==> src/rtl/tlb_refill_ctrl.sv <==
// -----------------------------------------------------------------------------
// tlb_refill_ctrl
//
// Sv39 page-table walker for the prv664 TLBs. It takes a miss from the ITLB
// (requester 0) or the DTLB (requester 1) and walks the page table one level at
// a time. Only one walk is in flight, and each walk uses a single-outstanding
// memory read port. A walk ends in one of two ways:
//   - a TLB update strobe plus a success completion, or
//   - a page-fault completion (flagged as an access fault when the PTE fetch
//     itself returned an error).
//
// Optional feature macro: PRV664_PTW_AD_CHECK_EN
//   defined   : software-managed A/D. A leaf with A=0 faults. A DTLB leaf with
//               W=1 and D=0 also faults.
//   undefined : A/D bits pass through unchecked in upd_pte_o.
//
// Parameters
//   PADDR_WIDTH : width of the PTE fetch address
//   RR_INIT     : requester holding round-robin priority after reset
//                 (0 = ITLB, 1 = DTLB)
//
// Ports
//   clk_i, arst_i            clock, asynchronous active-high reset
//   flush_i                  sfence / satp change, kills the current walk
//   satp_ppn_i               root page-table PPN
//   reqN_valid_i/_vpn_i      miss request and missing VPN {vpn2,vpn1,vpn0}
//   reqN_ready_o             request accepted this cycle (IDLE only)
//   mem_req_valid_o/_ready_i/_addr_o   PTE read request channel
//   mem_rsp_valid_i/_data_i/_err_i     PTE read response channel
//   upd_*_o                  TLB update port (valid/we/side/level/vpn/ppn/pte)
//   done_*_o                 walk completion pulse with id and fault flags
// -----------------------------------------------------------------------------
module tlb_refill_ctrl #(
    parameter int PADDR_WIDTH = 56,
    parameter bit RR_INIT     = 1'b0
) (
    input  logic                   clk_i,
    input  logic                   arst_i,
    input  logic                   flush_i,
    input  logic [43:0]            satp_ppn_i,
    input  logic                   req0_valid_i,
    input  logic [26:0]            req0_vpn_i,
    output logic                   req0_ready_o,
    input  logic                   req1_valid_i,
    input  logic [26:0]            req1_vpn_i,
    output logic                   req1_ready_o,
    output logic                   mem_req_valid_o,
    input  logic                   mem_req_ready_i,
    output logic [PADDR_WIDTH-1:0] mem_req_addr_o,
    input  logic                   mem_rsp_valid_i,
    input  logic [63:0]            mem_rsp_data_i,
    input  logic                   mem_rsp_err_i,
    output logic                   upd_valid_o,
    output logic                   upd_we_o,
    output logic                   upd_sel_o,
    output logic [1:0]             upd_level_o,
    output logic [26:0]            upd_vpn_o,
    output logic [25:0]            upd_ppn2_o,
    output logic [8:0]             upd_ppn1_o,
    output logic [8:0]             upd_ppn0_o,
    output logic [7:0]             upd_pte_o,
    output logic                   done_valid_o,
    output logic                   done_id_o,
    output logic                   done_fault_o,
    output logic                   done_access_fault_o
);

    typedef enum logic [2:0] {
        S_IDLE,
        S_REQ,
        S_WAIT,
        S_UPDATE,
        S_FAULT
    } state_t;

    state_t      r_state;
    state_t      w_next_state;

    logic        r_rr;
    logic        r_kill;
    logic        r_id;
    logic [26:0] r_vpn;
    logic [1:0]  r_level;
    // Holds the next-level table PPN during the walk, and the leaf PPN once
    // the walk reaches UPDATE.
    logic [43:0] r_ppn;
    logic [7:0]  r_flags;
    logic        r_access_fault;

    logic        w_grant_ok;
    logic        w_grant0;
    logic        w_grant1;
    logic        w_both_valid;
    logic [8:0]  w_vpn_idx;
    logic [55:0] w_addr_full;

    logic        w_pte_v;
    logic        w_pte_r;
    logic        w_pte_w;
    logic        w_pte_x;
    logic        w_pte_leaf;
    logic [8:0]  w_pte_ppn1;
    logic [8:0]  w_pte_ppn0;
    logic        w_misaligned;
    logic        w_ad_fault;
    logic        w_rsp_fault;
    logic        w_rsp_take;
    logic        w_unused;

    // Reserved PTE bits and RSW are never looked at by the walker.
    assign w_unused = ^{mem_rsp_data_i[63:54], mem_rsp_data_i[9:8]};

    // Grant arbitration. Grants only happen in IDLE. When both requesters are
    // valid, the round-robin side wins.
    assign w_grant_ok   = (r_state == S_IDLE) && !flush_i && !arst_i;
    assign w_both_valid = req0_valid_i && req1_valid_i;
    assign w_grant0     = w_grant_ok && req0_valid_i && (!req1_valid_i || !r_rr);
    assign w_grant1     = w_grant_ok && req1_valid_i && (!req0_valid_i ||  r_rr);

    // PTE decode of the returning response.
    assign w_pte_v    = mem_rsp_data_i[0];
    assign w_pte_r    = mem_rsp_data_i[1];
    assign w_pte_w    = mem_rsp_data_i[2];
    assign w_pte_x    = mem_rsp_data_i[3];
    assign w_pte_leaf = w_pte_r || w_pte_x;
    assign w_pte_ppn1 = mem_rsp_data_i[27:19];
    assign w_pte_ppn0 = mem_rsp_data_i[18:10];

    // A superpage leaf must have its lower PPN fields clear.
    assign w_misaligned = ((r_level == 2'd2) && ((w_pte_ppn1 | w_pte_ppn0) != 9'd0)) ||
                          ((r_level == 2'd1) && (w_pte_ppn0 != 9'd0));

`ifdef PRV664_PTW_AD_CHECK_EN
    assign w_ad_fault = !mem_rsp_data_i[6] ||
                        (r_id && w_pte_w && !mem_rsp_data_i[7]);
`else
    assign w_ad_fault = 1'b0;
`endif

    assign w_rsp_fault = !w_pte_v ||
                         (!w_pte_r && w_pte_w) ||
                         (w_pte_leaf && (w_misaligned || w_ad_fault)) ||
                         (!w_pte_leaf && (r_level == 2'd0));

    // A response that belongs to a live, unflushed walk.
    assign w_rsp_take = (r_state == S_WAIT) && mem_rsp_valid_i && !r_kill && !flush_i;

    // VPN slice indexed by the current level, and the PTE address built from it.
    always_comb begin
        w_vpn_idx = r_vpn[8:0];
        case (r_level)
            2'd2:    w_vpn_idx = r_vpn[26:18];
            2'd1:    w_vpn_idx = r_vpn[17:9];
            default: w_vpn_idx = r_vpn[8:0];
        endcase
    end

    assign w_addr_full = {r_ppn, w_vpn_idx, 3'b000};

    // State register.
    always_ff @(posedge clk_i or posedge arst_i) begin
        if (arst_i) begin
            r_state <= S_IDLE;
        end else begin
            r_state <= w_next_state;
        end
    end

    // Next-state logic.
    always_comb begin
        w_next_state = r_state;
        case (r_state)
            S_IDLE: begin
                if (w_grant0 || w_grant1) begin
                    w_next_state = S_REQ;
                end
            end
            S_REQ: begin
                // A request that was accepted together with a flush still
                // gets a response, so it must be drained in WAIT.
                if (mem_req_ready_i) begin
                    w_next_state = S_WAIT;
                end else if (flush_i) begin
                    w_next_state = S_IDLE;
                end
            end
            S_WAIT: begin
                if (mem_rsp_valid_i) begin
                    if (r_kill || flush_i) begin
                        w_next_state = S_IDLE;
                    end else if (mem_rsp_err_i || w_rsp_fault) begin
                        w_next_state = S_FAULT;
                    end else if (w_pte_leaf) begin
                        w_next_state = S_UPDATE;
                    end else begin
                        w_next_state = S_REQ;
                    end
                end
            end
            S_UPDATE: w_next_state = S_IDLE;
            S_FAULT:  w_next_state = S_IDLE;
            default:  w_next_state = S_IDLE;
        endcase
    end

    // Walk context: requester, VPN, level, PPN, leaf flags, kill flag.
    always_ff @(posedge clk_i or posedge arst_i) begin
        if (arst_i) begin
            r_rr           <= RR_INIT;
            r_kill         <= 1'b0;
            r_id           <= 1'b0;
            r_vpn          <= 27'd0;
            r_level        <= 2'd0;
            r_ppn          <= 44'd0;
            r_flags        <= 8'd0;
            r_access_fault <= 1'b0;
        end else begin
            case (r_state)
                S_IDLE: begin
                    if (w_grant0 || w_grant1) begin
                        r_id           <= w_grant1;
                        r_vpn          <= w_grant1 ? req1_vpn_i : req0_vpn_i;
                        r_level        <= 2'd2;
                        r_ppn          <= satp_ppn_i;
                        r_access_fault <= 1'b0;
                        r_kill         <= 1'b0;
                        if (w_both_valid) begin
                            r_rr <= w_grant0;
                        end
                    end
                end
                S_REQ: begin
                    if (flush_i && mem_req_ready_i) begin
                        r_kill <= 1'b1;
                    end
                end
                S_WAIT: begin
                    if (flush_i) begin
                        r_kill <= 1'b1;
                    end
                    if (w_rsp_take) begin
                        if (mem_rsp_err_i) begin
                            r_access_fault <= 1'b1;
                        end else if (!w_rsp_fault) begin
                            r_ppn   <= mem_rsp_data_i[53:10];
                            r_flags <= mem_rsp_data_i[7:0];
                            if (!w_pte_leaf) begin
                                r_level <= r_level - 2'd1;
                            end
                        end
                    end
                end
                default: begin
                end
            endcase
        end
    end

    // Outputs. Every field is zero unless its strobe is active. A flush in
    // UPDATE or FAULT swallows that completion.
    always_comb begin
        req0_ready_o        = w_grant0;
        req1_ready_o        = w_grant1;
        mem_req_valid_o     = 1'b0;
        mem_req_addr_o      = '0;
        upd_valid_o         = 1'b0;
        upd_we_o            = 1'b0;
        upd_sel_o           = 1'b0;
        upd_level_o         = 2'd0;
        upd_vpn_o           = 27'd0;
        upd_ppn2_o          = 26'd0;
        upd_ppn1_o          = 9'd0;
        upd_ppn0_o          = 9'd0;
        upd_pte_o           = 8'd0;
        done_valid_o        = 1'b0;
        done_id_o           = 1'b0;
        done_fault_o        = 1'b0;
        done_access_fault_o = 1'b0;
        case (r_state)
            S_REQ: begin
                mem_req_valid_o = 1'b1;
                mem_req_addr_o  = PADDR_WIDTH'(w_addr_full);
            end
            S_UPDATE: begin
                if (!flush_i) begin
                    upd_valid_o  = 1'b1;
                    upd_we_o     = 1'b1;
                    upd_sel_o    = r_id;
                    upd_level_o  = r_level;
                    upd_vpn_o    = r_vpn;
                    upd_ppn2_o   = r_ppn[43:18];
                    upd_ppn1_o   = r_ppn[17:9];
                    upd_ppn0_o   = r_ppn[8:0];
                    upd_pte_o    = r_flags;
                    done_valid_o = 1'b1;
                    done_id_o    = r_id;
                end
            end
            S_FAULT: begin
                if (!flush_i) begin
                    done_valid_o        = 1'b1;
                    done_id_o           = r_id;
                    done_fault_o        = 1'b1;
                    done_access_fault_o = r_access_fault;
                end
            end
            default: begin
            end
        endcase
    end

endmodule

==> config.mk <==
export PLATFORM = sky130hd
export DESIGN_NAME = tlb_refill_ctrl
export DESIGN_NICKNAME = d
export VERILOG_FILES = /design/src/rtl/tlb_refill_ctrl.sv
export SDC_FILE = /design/constraint.sdc
export NUM_CORES = 1
export LEC_CHECK = 0
export CAP_MARGIN = 20
export CORE_MARGIN = 2
export CORE_UTILIZATION = 39
export CTS_CLUSTER_DIAMETER = 30
export DETAILED_ROUTE_END_ITERATION = 12
export HOLD_SLACK_MARGIN = 0.1
export PLACE_DENSITY = 0.85
export SETUP_SLACK_MARGIN = 0.4
export SLEW_MARGIN = 20
export SYNTH_ARGS = -nofsm -noshare
export SYNTH_HDL_FRONTEND = slang
export SYNTH_SLANG_ARGS = --single-unit
export TNS_END_PERCENT = 1
==> constraint.sdc <==
create_clock -name clk_i -period 4.1 [get_ports clk_i]
set_input_delay 0.41 -clock clk_i [delete_from_list [all_inputs] [get_ports clk_i]]
set_output_delay 0.41 -clock clk_i [all_outputs]
set_load 0.03 [all_outputs]
### Yosys cells after proc, flatten, opt, wreduce, memory -nomap -nowiden

Index checks and enable logic that the tools add are counted.

* output and inout bits: 147
* logic and storage cells: 130
* register bits after elaboration: 88
* input bits: 170

* reduce and logical (&&, ||, !) cells: 50
* add/subtract/negate cells: 1
* bitwise logic cells: 3
* muxes and demuxes: 51
* equality and inequality tests: 16

Operator list (count)
* $mux W44: 4
* $pmux W44 S2: 1
* $mux W27: 3
* $mux W56: 1
* $mux W26: 2
* $mux W9: 4
* $mux W3: 6
* $pmux W9 S2: 1
* $reduce_bool A9 Y1: 2
* $logic_and A1 B1 Y1: 16
* $mux W2: 8
* $mux W8: 2
* $ne A2 B2 Y1 const B: 8
* $mux W1: 15
* $reduce_and A4 Y1: 3
* $logic_or A1 B1 Y1: 10
* $logic_not A1 Y1: 9
* $or A9 B9 Y9: 1
* $pmux W3 S3: 1
* $eq A3 B2 Y1 const B: 2
* $reduce_and A3 Y1: 2
* $reduce_and A6 Y1: 1
* $reduce_and A5 Y1: 1
* $pmux W2 S2: 1
* 16 further kinds: 17

### Logic depth before layout (Yosys ltp)

* depth in word-level cells: 12
* mapped depth: 9
* depth with buffers taken out: 7

### Least setup slack after synthesis

Ideal clock, no wire load.

* kind: input port to output port
* start: in arst_i
* end: out req1_ready_o
* stages: 6
* data arrival time: 3474 ps
* data required time: 3690 ps
* slack: 216 ps
* cells stage by stage: inv_1 -> and2_1 -> nand3_1 -> buf_2 -> buf_1 -> inv_1

* longest elaborated chain between the ends: 4

Ends and longest elaborated chain
* from (decl): line 38 `input logic arst_i,`
* $logic_not A1 Y1 (no source line)
* $logic_and A1 B1 Y1: line 115 `assign w_grant_ok = (r_state == S_IDLE) && !flush_i && !arst_i;`
* $logic_and A1 B1 Y1 (2 in a row): line 118 `assign w_grant1 = w_grant_ok && req1_valid_i && (!req0_valid_i || r_rr);`
* to (decl): line 46 `output logic req1_ready_o,`

Every way passes these cells.

### Worst setup path in the final report

* start: reg r_state[1]
* end: out mem_req_addr_o[46]

* longest elaborated chain between the ends: 2

Ends and longest elaborated chain
* from (decl): line 76 `state_t r_state;`
* from (signal assigned): line 165 `r_state <= w_next_state;`
* $eq A3 B1 Y1: line 279 `case (r_state)`
* $mux W56: line 279
* to (decl): line 49 `output logic [PADDR_WIDTH-1:0] mem_req_addr_o,`

Every way passes these cells.

==> run metrics <==
fin crit period=3.16 ns; class of the worst hold path=in2async; Synth Area in XOR/XNOR=0.157%; total number of vias=5092; main combinational cell family by area after synthesis=simple AND/OR/NAND/NOR gates; PostCTS Resize Cnt=0; PnR worst setup slack=0.942 ns; worst path cell trace=nand2b_1 > nand2b_1 > inv_1 > buf_4 > and2_1 > clkdlybuf4s50_1; clk buf depth=2; number of synthesized flops with an enable pin=0; worst slew pin tran=0.874 ns; Final setup viols=0; RSZ-0062 raised after global routing=false; Post-CTS Setup Bufs=0; peak supply drop=0.000220 V; Fin Clk Skew=0.00609 ns; # diodes=0; setup TNS=0 ns; ranking of synthesized cells by area=dfrtp_1, and2_1, mux2i_1; async set or reset register ratio after synthesis=100%; CP arrival=2.75 ns; Die Y=124 microns; Synth Warn #=0; Slew HR=41.8%; Critical Path End Type=primary output; Post-Synthesis Cell Area=5590 sq um; gpl congestion=0.814; core area=13900 sq um; Slowest Stage Delay on Critical Path=0.68 ns; Power Density=473 nW/um^2; Yosys cell types=43; Synth Instances=547; Critical Path Fanout Max=45; DR pass1 iterations=4; CTS root buffer=clkbuf_16; port buffer count=301; final net count=996; Die W=124 microns; Cells after DPL=992; Place WS=0.743 ns; clock sink count=88; final core occ=64.3%; most used cell, CP=nand2b_1; post-synth top area cell=dfrtp_1; fin crit share=77.0%; Max Cap Violations=0; status=complete, no violations; commonest cells in the netlist=and2_1, dfrtp_1, mux2i_1; most numerous cell in the Yosys netlist=and2_1; Post-Synth Adder-Cell Area=0.671%; TritonCTS Buffers=9; non-filler cells, final=1008; LEAKAGE=3.75 nW; crit path kind=reg2out; Routed Antenna Nets=0; simple-gate portion of the synthesized area=21.5%; Starting Density=40.1%; post-detail-place hpwl=13800 microns; Layout area overhead=60.2%; row count=43; DR iter-0 viols=282; TritonCTS clock tree=built; Power Total=4.24 mW; Worst EP required=3.69 ns; largest net degree at the start of global routing=62; Seq/Total Area, Yosys=39.4%; Boundary Pins=317; layout cells sized above 1=9.42%; antenna violations before repair=0; full die area=15300 sq um; final hold viol count=0; vias in the first global route=4946; gr ovfl total=0; hold buffer count at cts=0; Highest Clock Rate=0.317 GHz; Slew Viols, Final=0; vias per cell=5.05; mux cell area share after synthesis=14.5%; Post-synth top flop=dfrtp_1; DRC Markers=0; Compound-Gate Fraction of Synth Area=17.7%; Avg Inst Size Synth=10.2 sq um; Max H-tree Level=3; Reg clk slew, reported paths=0.06 ns; first-pass GRT wire length=27200 microns; crit path launch type=flip-flop; wire per inst=18.4 microns; Clock Latency Late Sink=0.34 ns; top cell type's share of synthesized area=39.4%; WL final=18500 microns; Critical Path Slowest Stage Cell=clkdlybuf4s50_1; #FFs+latches synth=88; gr usage total=23.6%
logic make-up (layout without fill, tap and decap cells):
family	after synthesis	in the layout
multiplexers	80	80
AND/OR/NAND/NOR	212	212
adder cells (fa/ha/maj)	3	3
buffers and inverters	56	335
other	1	3
flip-flops	88	88
AO/OA/AOI/OAI	106	106
XOR/XNOR	1	1
power by group:
| group | internal, mW | switching (mW) | leakage (nW) |
|---|---|---|---|
| registers | 1.26 | 0.319 | 1.08 |
| logic | 0.846 | 0.893 | 2.51 |
| clock network | 0.585 | 0.338 | 0.163 |
| total | 2.69 | 1.55 | 3.75 |
metal layers:
metal,GRT usage (%),vias to the layer above,routed length (microns)
li1,-,2453,-
met2,40.8,228,9060
met5,0,-,0
met4,8.24,0,425
met1,27.1,2385,7240
met3,7.92,26,1800
final timing paths:
| check | start | endpoint | slack [ns] | depth (start not counted) |
|---|---|---|---|---|
| worst max-delay path | r_state[1] | mem_req_addr_o[46] | 0.94 | 6 |
| worst min-delay path | arst_i | r_rr | 0.29 | 2 |
| worst max register to register | r_state[2] | r_ppn[41] | 1.07 | 6 |
| worst min register to register | r_flags[0] | r_flags[0] | 0.46 | 1 |
| max in group asynchronous | arst_i | r_ppn[41] | 2.42 | 4 |
| min in group clk_i | r_flags[0] | r_flags[0] | 0.46 | 1 |
stage by stage:
step           hold WS (ns)  area (sq um)
6_report              0.285          8960
5_1_grt               0.281          8960
4_1_cts               0.267          8960
3_5_place_dp          0.445          8620
3_3_place_gp          0.444          8620
2_1_floorplan         0.430          5600
state kept, by name, indices dropped and copies added, names as in the netlist:
register	cells
r_access_fault	1
r_vpn	27
r_ppn	44
r_flags	8
r_rr	1
r_state	3
r_level	2
r_id	1
r_kill	1
layout by cell type, fill, tap and decap left out, types with 2 or more instances in the layout:
| cell type | instances |
|---|---|
| a21oi_1 | 4 |
| nor4_1 | 6 |
| nand2b_1 | 4 |
| bufinv_16 | 2 |
| or4_1 | 2 |
| mux2_2 | 7 |
| and2_1 | 127 |
| buf_4 | 10 |
| ha_1 | 3 |
| o41ai_1 | 3 |
| conb_1 | 3 |
| clkbuf_8 | 3 |
| o21ai_0 | 32 |
| a2bb2oi_2 | 35 |
| inv_1 | 7 |
| clkdlybuf4s50_1 | 301 |
| nor2b_1 | 2 |
| a22oi_1 | 9 |
| a2bb2oi_1 | 9 |
| a211oi_1 | 9 |
| or2_2 | 3 |
| clkbuf_16 | 9 |
| nand3_1 | 3 |
| mux2i_1 | 73 |
| dfrtp_1 | 88 |
| clkbuf_1 | 2 |
| nor3_2 | 2 |
| nor2_1 | 19 |
| nand2_1 | 35 |
final cells by class:
| type | instances | area (sq um) |
|---|---|---|
| Sequential cell | 88 | 2200 |
| Tap cell | 180 | 225 |
| Clock inverter | 2 | 60.1 |
| Inverter | 8 | 33.8 |
| Fill cell | 1145 | 4980 |
| Timing Repair Buffer | 311 | 3090 |
| Clock buffer | 14 | 274 |
| Multi-Input combinational cell | 405 | 3070 |
worst max-delay path, delay by kind of cell (launching register included):
kind,cells,cell delay (ns)
buffers and inverters,3,1.18
flip-flops,1,0.47
AND/OR/NAND/NOR,3,0.74
Note: power is estimated with default switching activity, not from simulation.
